## config.mk

```make
export PLATFORM = sky130hd
export DESIGN_NAME = mul_arbiter
export DESIGN_NICKNAME = d
export VERILOG_FILES = /design/src/rtl/mul_arbiter.sv
export SDC_FILE = /design/constraint.sdc
export NUM_CORES = 1
export LEC_CHECK = 0
export CAP_MARGIN = 25
export CORE_MARGIN = 3
export CORE_UTILIZATION = 40
export CTS_BUF_LIST = sky130_fd_sc_hd__clkbuf_2 sky130_fd_sc_hd__clkbuf_4 sky130_fd_sc_hd__clkbuf_8
export CTS_CLUSTER_DIAMETER = 30
export DETAILED_ROUTE_END_ITERATION = 8
export GPL_TIMING_DRIVEN = 0
export PLACE_DENSITY = 0.75
export SYNTH_ARGS = -nofsm -noshare
export SYNTH_HDL_FRONTEND = slang
export SYNTH_SLANG_ARGS = --single-unit
```

## constraint.sdc

```tcl
create_clock -name Clock -period 4.7 [get_ports Clock]
set_clock_uncertainty 0.1 [all_clocks]
set_input_delay 0.94 -clock Clock [delete_from_list [all_inputs] [get_ports Clock]]
set_output_delay 0.94 -clock Clock [all_outputs]
set_load 0.05 [all_outputs]
```

## src/rtl/mul_arbiter.sv

```systemverilog
// mul_arbiter: round-robin arbiter/sequencer sharing one combinational 4x4
// array multiplier between two requesters.
//
// Ports:
//   Clock, Resetn      system clock, asynchronous active-low reset
//   req0/req1          operation requests
//   a0/b0, a1/b1       4-bit unsigned operands per requester
//   ack0/ack1          requester has consumed its result
//   gnt0/gnt1          one-cycle grant pulse (operands captured)
//   done0/done1        result valid in p0/p1, held until acknowledged
//   p0/p1              8-bit registered products
//   busy               multiply in progress
//   mA/mB              registered operands driving the shared multiplier
//   mP                 product returned by the shared multiplier
module mul_arbiter #(
    parameter int unsigned MUL_CYCLES = 1
) (
    input  logic       Clock,
    input  logic       Resetn,
    input  logic       req0,
    input  logic       req1,
    input  logic [3:0] a0,
    input  logic [3:0] b0,
    input  logic [3:0] a1,
    input  logic [3:0] b1,
    input  logic       ack0,
    input  logic       ack1,
    output logic       gnt0,
    output logic       gnt1,
    output logic       done0,
    output logic       done1,
    output logic [7:0] p0,
    output logic [7:0] p1,
    output logic       busy,
    output logic [3:0] mA,
    output logic [3:0] mB,
    input  logic [7:0] mP
);

    localparam int unsigned CNT_W = 4;
    localparam int unsigned OP_W  = 4;
    localparam int unsigned P_W   = 8;

    typedef enum logic {
        IDLE = 1'b0,
        MUL  = 1'b1
    } state_t;

    state_t           state_q, state_d;
    logic [CNT_W-1:0] cnt_q, cnt_d;
    logic             ptr_q, ptr_d;
    logic             owner_q, owner_d;
    logic [OP_W-1:0]  ma_d, mb_d;
    logic [P_W-1:0]   p0_d, p1_d;
    logic             done0_d, done1_d;
    logic             gnt0_d, gnt1_d;
    logic             busy_d;
    logic             elig0, elig1, win1;

    // A requester holding an unacknowledged result is not eligible.
    assign elig0 = req0 & ~done0;
    assign elig1 = req1 & ~done1;
    // Requester 1 wins when it is the only eligible one, or on a tie when the pointer names it.
    assign win1  = elig1 & (~elig0 | ptr_q);

    // State and output registers.
    always_ff @(posedge Clock or negedge Resetn) begin
        if (!Resetn) begin
            state_q <= IDLE;
            cnt_q   <= '0;
            ptr_q   <= 1'b0;
            owner_q <= 1'b0;
            mA      <= '0;
            mB      <= '0;
            p0      <= '0;
            p1      <= '0;
            done0   <= 1'b0;
            done1   <= 1'b0;
            gnt0    <= 1'b0;
            gnt1    <= 1'b0;
            busy    <= 1'b0;
        end else begin
            state_q <= state_d;
            cnt_q   <= cnt_d;
            ptr_q   <= ptr_d;
            owner_q <= owner_d;
            mA      <= ma_d;
            mB      <= mb_d;
            p0      <= p0_d;
            p1      <= p1_d;
            done0   <= done0_d;
            done1   <= done1_d;
            gnt0    <= gnt0_d;
            gnt1    <= gnt1_d;
            busy    <= busy_d;
        end
    end

    // Next-state and next-output logic.
    always_comb begin
        state_d = state_q;
        cnt_d   = cnt_q;
        ptr_d   = ptr_q;
        owner_d = owner_q;
        ma_d    = mA;
        mb_d    = mB;
        p0_d    = p0;
        p1_d    = p1;
        done0_d = done0;
        done1_d = done1;
        gnt0_d  = 1'b0;
        gnt1_d  = 1'b0;
        busy_d  = busy;

        // Acknowledge works in any state; ignored when no result is pending.
        if (ack0 && done0) done0_d = 1'b0;
        if (ack1 && done1) done1_d = 1'b0;

        case (state_q)
            IDLE: begin
                if (elig0 || elig1) begin
                    ma_d    = win1 ? a1 : a0;
                    mb_d    = win1 ? b1 : b0;
                    gnt0_d  = ~win1;
                    gnt1_d  = win1;
                    owner_d = win1;
                    ptr_d   = ~win1;
                    cnt_d   = CNT_W'(MUL_CYCLES - 1);
                    busy_d  = 1'b1;
                    state_d = MUL;
                end
            end
            MUL: begin
                // Operands stay on mA/mB while the array settles.
                if (cnt_q != '0) begin
                    cnt_d = cnt_q - CNT_W'(1);
                end else begin
                    if (owner_q) begin
                        p1_d    = mP;
                        done1_d = 1'b1;
                    end else begin
                        p0_d    = mP;
                        done0_d = 1'b1;
                    end
                    busy_d  = 1'b0;
                    state_d = IDLE;
                end
            end
            default: state_d = IDLE;
        endcase
    end

endmodule

```

### Word-level counts from Yosys, hierarchy flattened

Index checks and enable logic that the tools add are counted.

| storage, ports and cells | value |
|---|---|
| flip-flop bits (word level) | 36 |
| input bits | 30 |
| output and inout port bits | 29 |
| word-level logic and storage cells | 60 |

| cells by class | value |
|---|---|
| $add $sub $neg | 1 |
| equal/unequal tests | 3 |
| multiplexer cells | 23 |
| bitwise operators | 11 |
| reductions and logical operators | 9 |

Operators by type and width:

| operator | number |
|---|---|
| two-way mux 1 bit | 16 |
| two-way mux 4 bit | 4 |
| case mux 4 bit (2 select lines) | 1 |
| inverter 1 bit | 7 |
| AND reduction 2 bit | 3 |
| AND reduction 3 bit | 2 |
| inequality test 2 bit (second input constant) | 2 |
| case mux 1 bit (2 select lines) | 2 |
| nonzero test 4 bit | 1 |
| subtractor 4 x 1 -> 4 bit (second input constant) | 1 |
| bitwise AND 1 bit | 3 |
| logical AND 1 bit | 2 |
| inequality test 2 x 1 -> 1 bit (second input constant) | 1 |
| logical OR 1 bit | 1 |
| OR 1 bit | 1 |

### Logic depth before layout (Yosys ltp)

| logic depth | value |
|---|---|
| depth after elaboration | 8 |
| mapped depth | 7 |
| gate-level depth less buffers | 6 |

### Least setup slack after synthesis

OpenSTA, ideal clock, no wires.

| timing path | value |
|---|---|
| kind | input -> register |
| from | input port req1 |
| to | register mA[0] |
| setup time | 0.121 ns |
| data arrival time | 1.653 ns |
| required time | 4.479 ns |
| path slack | 2.825 ns |
| cell stages on the path | 5 |
| path buffers | 1 |
| path through | nand2b_1 > a21o_1 > clkbuf_1 > a22oi_1 > nand2_1 |

| on the way | value |
|---|---|
| cells in the longest elaborated chain, start to end | 3 |
| elaborated cells on any way between the ends | 5 |
| those cells by class | mux: 1; bitwise: 2; reduce/logical: 2 |

RTL lines:

| item | line | text |
|---|---|---|
| start, declared | 21 | `input logic req1,` |
| bitwise AND 1 bit (*) | 62 | `assign elig1 = req1 & ~done1;` |
| bitwise AND 1 bit / logical OR 1 bit (equally long branches) | 64, 121 |  |
| two-way mux 4 bit / AND reduction 2 bit (equally long branches) | n/a |  |
| end signal, assigned | 87 | `mA <= ma_d;` |
| end, declared | 35 | `output logic [3:0] mA,` |

Every way passes the cells marked *; elsewhere a longest branch is shown, timed or not.
A chain may end at the register's enable or synchronous reset.

### Worst setup path after layout

| timing path | value |
|---|---|
| from | register done0 |
| to | output port done0 |

RTL lines:

| item | line | text |
|---|---|---|
| start, declared | 30 | `output logic done0,` |
| start signal, assigned | 91 | `done0 <= done0_d;` |

No word-level cell between the ends.

==> summary.txt <==
Yosys
  • Yosys reg bits: 36
  • Post-synthesis net count: 146
  • Mapped cell area: 1480 sq um
  • Yosys warns: 0
  • Largest area contributor in the netlist: dfrtp_1
  • EDFF count, synth: 0
  • Post-synthesis sequential area ratio: 61.0%
  • Top cells by count, synth: dfrtp_1 (36), mux2_2 (16), nand2_1 (15)
  • Syn avg cell area: 13.0 sq um
  • Count leader, synth: dfrtp_1
  • Synth area leaders: dfrtp_1 (61%), mux2_2 (12%), nand2_1 (3.8%)
  • Synth top area share: 61.0%
  • Synth unique cells: 26
  • Asr flop ratio synth: 100%
  • Syn Inst Count: 114
  • Main synth FF type: dfrtp_1

Critical path
  • Critical path endpoint: done0
  • Reg-to-reg startpoint: cnt_q[0]
  • R2R cell count: 7
  • Largest stage delay, worst path: 860 ps
  • Maximum fanout along the worst path: 4
  • Crit end category: primary output
  • Worst path required time: 3660 ps
  • Setup Crit Path Kind: flip-flop to primary output
  • Worst path arrival time: 1560 ps
  • Crit path depth: 1
  • Startpoint types: flip-flop
  • Crit path buffers/inverters: 1
  • CP Cell Sequence: clkdlybuf4s50_1
  • Critical Path Start: done0
  • Critical-path top delay cell: clkdlybuf4s50_1
  • Crit-path leading delay family: buffers and inverters
  • R2R setup slack: 2740 ps
  • Reg2reg end: p0[5]

Route
  • WL met3: 272 microns
  • Wl on met1: 1.30 mm
  • Pre-antenna DRT Iters: 4
  • DR iter-0 viols: 35
  • Via-to-Cell Ratio: 4.96
  • Vias: 1,122
  • Post-detailed-route count of antenna-violating nets: 0
  • DR top layer: met4
  • Wire length per cell: 15.4 microns
  • Post-route DRC: 0
  • WL final: 3.49 mm
  • Routed length on met2: 1.83 mm

Place
  • Buffers on Ports: 58
  • Placement-stage cell area: 2110 sq um
  • Detailed placer's ending HPWL: 2.64 mm
  • Gpl congestion: 0.683

Die
  • Row Count: 21
  • Die height: 66.8 microns
  • CORE AREA: 3440 sq um
  • Number of top-level pins: 59
  • Initial core utilization: 42.9%
  • Die area: 4460 sq um
  • Die X: 66.8 microns

Timing
  • RSZ-0062 raised after global routing: false
  • Slew margin rel.: 48.2%
  • Final Setup Violations: 0
  • Max Fclk: 0.385 GHz
  • Total negative slack: 0 ps
  • Hold Fails Final Rpt: 0
  • Final Cycle Share: 55.3%
  • Slew Limit Fails: 0
  • Tightest Pin Transition: 778 ps
  • Period minus WS final: 2600 ps

Layout
  • Final Cell Area: 2200 sq um
  • Final net count: 211
  • N_diodes: 0
  • Layout area overhead: 49.1%
  • Layout cells sized above 1: 17.8%

Power and ir drop
  • VDD IR max: 0.495 mV
  • P_sw: 824 uW
  • Lkg Pwr: 0.984 nW
  • Combinational share of power: 57.6%
  • Clk pwr share: 12.5%
  • Power density over cell area: 802 nW/um^2
  • Switching fraction of total power: 46.7%
  • Sequential fraction of design power: 29.9%
  • Cell Int Power: 942 uW

Global route
  • Initial antenna violation count: 0
  • GRT overflow: 0
  • Vias in the first global route: 1,169
  • Largest net degree at the start of global routing: 37
  • Global-route wire length before repair: 5.66 mm
  • Global-route usage over all layers: 17.6%

Clocking
  • Htree depth: 2
  • Setup bufs post-CTS: 0
  • CTS root buf: clkbuf_8
  • Post_cts resized: 0
  • Clk pin slew, worst setup/hold paths: 70 ps
  • Sink Count: 36
  • Clk_lat worst skew: 290 ps
  • CTS tree: done
  • CTS Hold Bufs: 0
  • CTS Buffer Depth: 2
  • TritonCTS Buffers: 5

Worst hold path
  • Hold depth: 2
  • Worst min path class: flip-flop to flip-flop
  • Min-Delay Startpoint: busy

Run
  • Max_cap viols: 0

Run status
  • Status: completed
==> state kept, by name, indices dropped and copies added (netlist names) <==
name,flops
mB,4
gnt1,1
p1,8
owner_q,1
cnt_q,4
done0,1
mA,4
p0,8
busy,1
done1,1
ptr_q,1
state_q,1
gnt0,1
==> layout by cell type, fill, tap and decap left out <==
master and count:
nand2b_1 1, a21oi_1 2, inv_1 5, buf_2 1, nand2_2 1, o21ai_0 2
nand3_1 1, mux2i_1 2, dfrtp_1 36, nor3_1 1, nor3b_2 1, a311oi_2 1
nand2_1 15, ha_1 2, clkdlybuf4s50_1 57, a21o_1 5, mux2_2 16, nor2_1 4
xnor2_1 1, clkbuf_1 1, o22ai_1 2, nor3_2 1, and2b_1 1, o21ai_1 1
buf_6 1, nand2b_4 2, clkinv_2 2, nor3b_1 2, clkbuf_8 6, a22oi_1 7
==> cell families after synthesis <==
kind of cell	count (synthesis)	share of synthesized area (%)
compound gates	20	9.65
mux	18	13.5
flops	36	61.0
simple gates	30	11.3
buf+inv	7	2.29
fa+ha+maj	2	1.69
xor+xnor	1	0.593
==> final cells by class <==
class	count	area (sq um)
buffer	2	15.0
clock buffer	6	82.6
clock inverter	2	10.0
fill	267	1240
inverter	5	18.8
multi-input combinational	71	543
sequential	36	901
tap	46	57.6
timing repair buffer	58	576
==> routing by layer <==
metal  GRT usage, %  vias to the layer above
met5              0                        -
met4           7.87                        0
met1           19.6                      547
li1               -                      526
met2           29.2                       41
met3           7.25                        8
==> metrics by stage <==
step                hold slack [ps]  instances  util, %  power, mW  setup WS, ps
floorplan                       384        114        -       1.20          2830
global placement                379        218     61.5       1.53          1870
detailed placement              397        218     61.3       1.56          2080
CTS                             413        226     64.0       1.79          2090
global route                    428        226     64.0       1.86          2060
finish                          408        226     64.0       1.77          2100
==> power groups by stage <==
stage | clock network, mW | registers (mW) | logic [mW]
3_5_place_dp | 0 | 0.533 | 1.02
3_3_place_gp | 0 | 0.523 | 1.01
2_1_floorplan | 0 | 0.953 | 0.250
6_report | 0.221 | 0.528 | 1.02
4_1_cts | 0.232 | 0.529 | 1.03
5_1_grt | 0.246 | 0.546 | 1.07
==> how the worst min path moves through the flow <==
stage,endpoint
after floorplan,cnt_q[0]
after global placement,busy
after detailed placement,p1[6]
after CTS,p1[7]
after global routing,p0[7]
final,busy
Power figures use the tool's default switching activity.
==> edit, RTL diff (same settings) <==
Reset style: synchronous (`Resetn`), changed in one clocked block. Comments in the files are not updated.
--- a/src/rtl/mul_arbiter.sv
+++ b/src/rtl/mul_arbiter.sv
@@ -64,7 +64,7 @@
     assign win1  = elig1 & (~elig0 | ptr_q);
 
     // State and output registers.
-    always_ff @(posedge Clock or negedge Resetn) begin
+    always_ff @(posedge Clock) begin
         if (!Resetn) begin
             state_q <= IDLE;
             cnt_q   <= '0;
Function: differs if Resetn is asserted again (counterexample within 4 cycles, from zero or initial values and one cycle with Resetn low); with Resetn held inactive, the same outputs for 10 cycles.
==> edit against the original RTL <==
Area after synthesis increased by 4.4%; critical endpoint is now done1; worst setup slack improved by 0.019 ns; sequential cell count unchanged; wire length increased by 11%; sequential share of layout area decreased by 9.4 points; cell area increased by 4.0%; highest routed layer unchanged; worst hold slack got worse by 0.047 ns; die area increased by 4.0%; core utilization increased by 1.1 points.
Power is not compared: it rests on default switching activity, and its combinational part moved more than twofold at a synthesized area within 25%.
==> edit: results (changes against the original RTL) <==
| Metric | Value |
|---|---|
| Post-Synth Adder-Cell Area | `1.62% (was 1.69%)` |
| Post-Synth XOR/XNOR Area | `0% (was 0.593%)` |
| Worst IR Drop VDD | `0.231 mV` |
| Clk pin slew, worst setup/hold paths | `0.07 ns (about the same)` |
| Pleak | `0.934 nW` |
| CTS tree | `yes (unchanged)` |
| Compound-Gate Fraction of Synth Area | `12.7% (was 9.65%)` |
| Post-synth ARST share | `0% (was 100%)` |
| Wirelength, routed | `3.86 mm (was 3.49 mm)` |
| Pre-Repair DR Iteration Count | `4 (unchanged)` |
| Global Route Usage Sum | `17.9% (was 17.6%)` |
| Worst skew pair latency | `0.29 ns (about the same)` |
| CTS Buf Count | `5 (unchanged)` |
| Post-Syn Nets | `196 (was 146)` |
| Post-CTS sizing | `0 (unchanged)` |
| CTS Root Cell | `clkbuf_8 (unchanged)` |
| Initial antenna violation count | `0 (unchanged)` |
| Nets | `261 (was 211)` |
| Dpl hpwl | `2.96 mm (was 2.64 mm)` |
| Post-CTS setup buffers | `0 (unchanged)` |
| Synth top area cells | `dfxtp_1, mux2i_1, nand2_1 (was dfrtp_1, mux2_2, nand2_1)` |
| Multiplexer share of the synthesized area | `10.4% (was 13.5%)` |
| H-tree depth | `2 (unchanged)` |
| Yosys warns | `0 (unchanged)` |
| Initial drt markers | `47 (was 35)` |
| Post-synth top cells | `nand2_1, dfxtp_1, mux2i_1 (was dfrtp_1, mux2_2, nand2_1)` |
| Outcome | `completed (unchanged)` |
| Setup_tns | `0 ns (unchanged)` |
| First-pass GRT wire length | `6.23 mm (was 5.66 mm)` |
| CTS max path bufs | `2 (unchanged)` |
| Crit-path leading delay family | `buffers and inverters (unchanged)` |
| Seq/Total Area, Yosys | `46.7% (was 61.0%)` |
| Largest regs | `p0: 8 flops, p1: 8 flops (unchanged)` |
| Worst Tran Pin Value | `0.530 ns (was 0.778 ns)` |
| Max incr delay on CP | `0.84 ns (was 0.86 ns)` |
| Most used DFF post-synth | `dfxtp_1 (was dfrtp_1)` |
| R2R Setup Slk | `2.96 ns (was 2.74 ns)` |
| Via count | `1412 (was 1122)` |
| Share of cells above drive strength 1 | `8.70% (was 17.8%)` |
| Endpoint arrival time on the critical path | `1.54 ns (was 1.56 ns)` |
| Largest net degree at the start of global routing | `13 (was 37)` |
| Min-Delay Path Class | `reg2reg (unchanged)` |
| Worst path slowest cell | `clkdlybuf4s50_1 (unchanged)` |
| Maximum fanout along the worst path | `5 (was 4)` |
| Library cells used by synthesis | `38 (was 26)` |
| Antenna fix cells | `0 (unchanged)` |
| RD Place Congestion | `0.824 (was 0.683)` |
| I/O Buffers | `58 (unchanged)` |
## edit: cell types whose count changed after synthesis, moves of 14 or more
cell     delta
dfrtp_1    -36
dfxtp_1    +36
nand2_1    +22
mux2_2     -16
mux2i_1    +14
## edit: cell type report
cell class                 instances  area [um^2]
timing repair buffer              58          581
tap                               46         57.6
multi-input combinational        106          698
clock inverter                     3         42.5
sequential                        36          721
inverter                          14         52.6
buffer                             8         71.3
clock buffer                       5         68.8
fill                             291         1230
## edit: metrics by stage
step	cell area [um^2]	utilization [%]	worst slack [ns]	std cells	hold slack [ns]
floorplan	1540	-	2.85	164	0.361
global placement	2180	61.9	2.13	268	0.344
detailed placement	2180	61.9	2.03	268	0.350
CTS	2290	65.1	2.12	276	0.364
global route	2290	65.1	2.08	276	0.381
finish	2290	65.1	2.12	276	0.361
## edit: logic make-up after synthesis
logic type / count (synthesis)
simple gates: 63
flops: 36
compound gates: 25
buf+inv: 22
mux: 16
fa+ha+maj: 2
## edit: path summary, 6_finish.rpt
check | endpoint | start | cells after the start
worst min register to register | p0[1]$_SDFFE_PN0P_ | p0[1]$_SDFFE_PN0P_ | 2
worst max register to register | p0[3]$_SDFFE_PN0P_ | cnt_q[0]$_SDFFE_PN0P_ | 6
worst max-delay path | done1 | done1$_SDFF_PN0_ | 1
worst min-delay path | p0[1]$_SDFFE_PN0P_ | p0[1]$_SDFFE_PN0P_ | 2
## edit: report_power, final
| part | switching, mW | internal [mW] | leakage, nW |
|---|---|---|---|
| Sequential | 0.0148 | 0.329 | 0.294 |
| Combinational | 0.130 | 0.0874 | 0.585 |
| Clock | 0.115 | 0.157 | 0.0541 |
| Total | 0.261 | 0.574 | 0.934 |
## edit: metal layers
layer / up-vias / track usage (%) / share of wire, %
met2: 36 / 30.9 / 51
met4: 0 / 8.19 / 1.2
li1: 697 / - / -
met3: 5 / 4.60 / 4.6
met1: 674 / 20.6 / 43
met5: - / 0 / 0
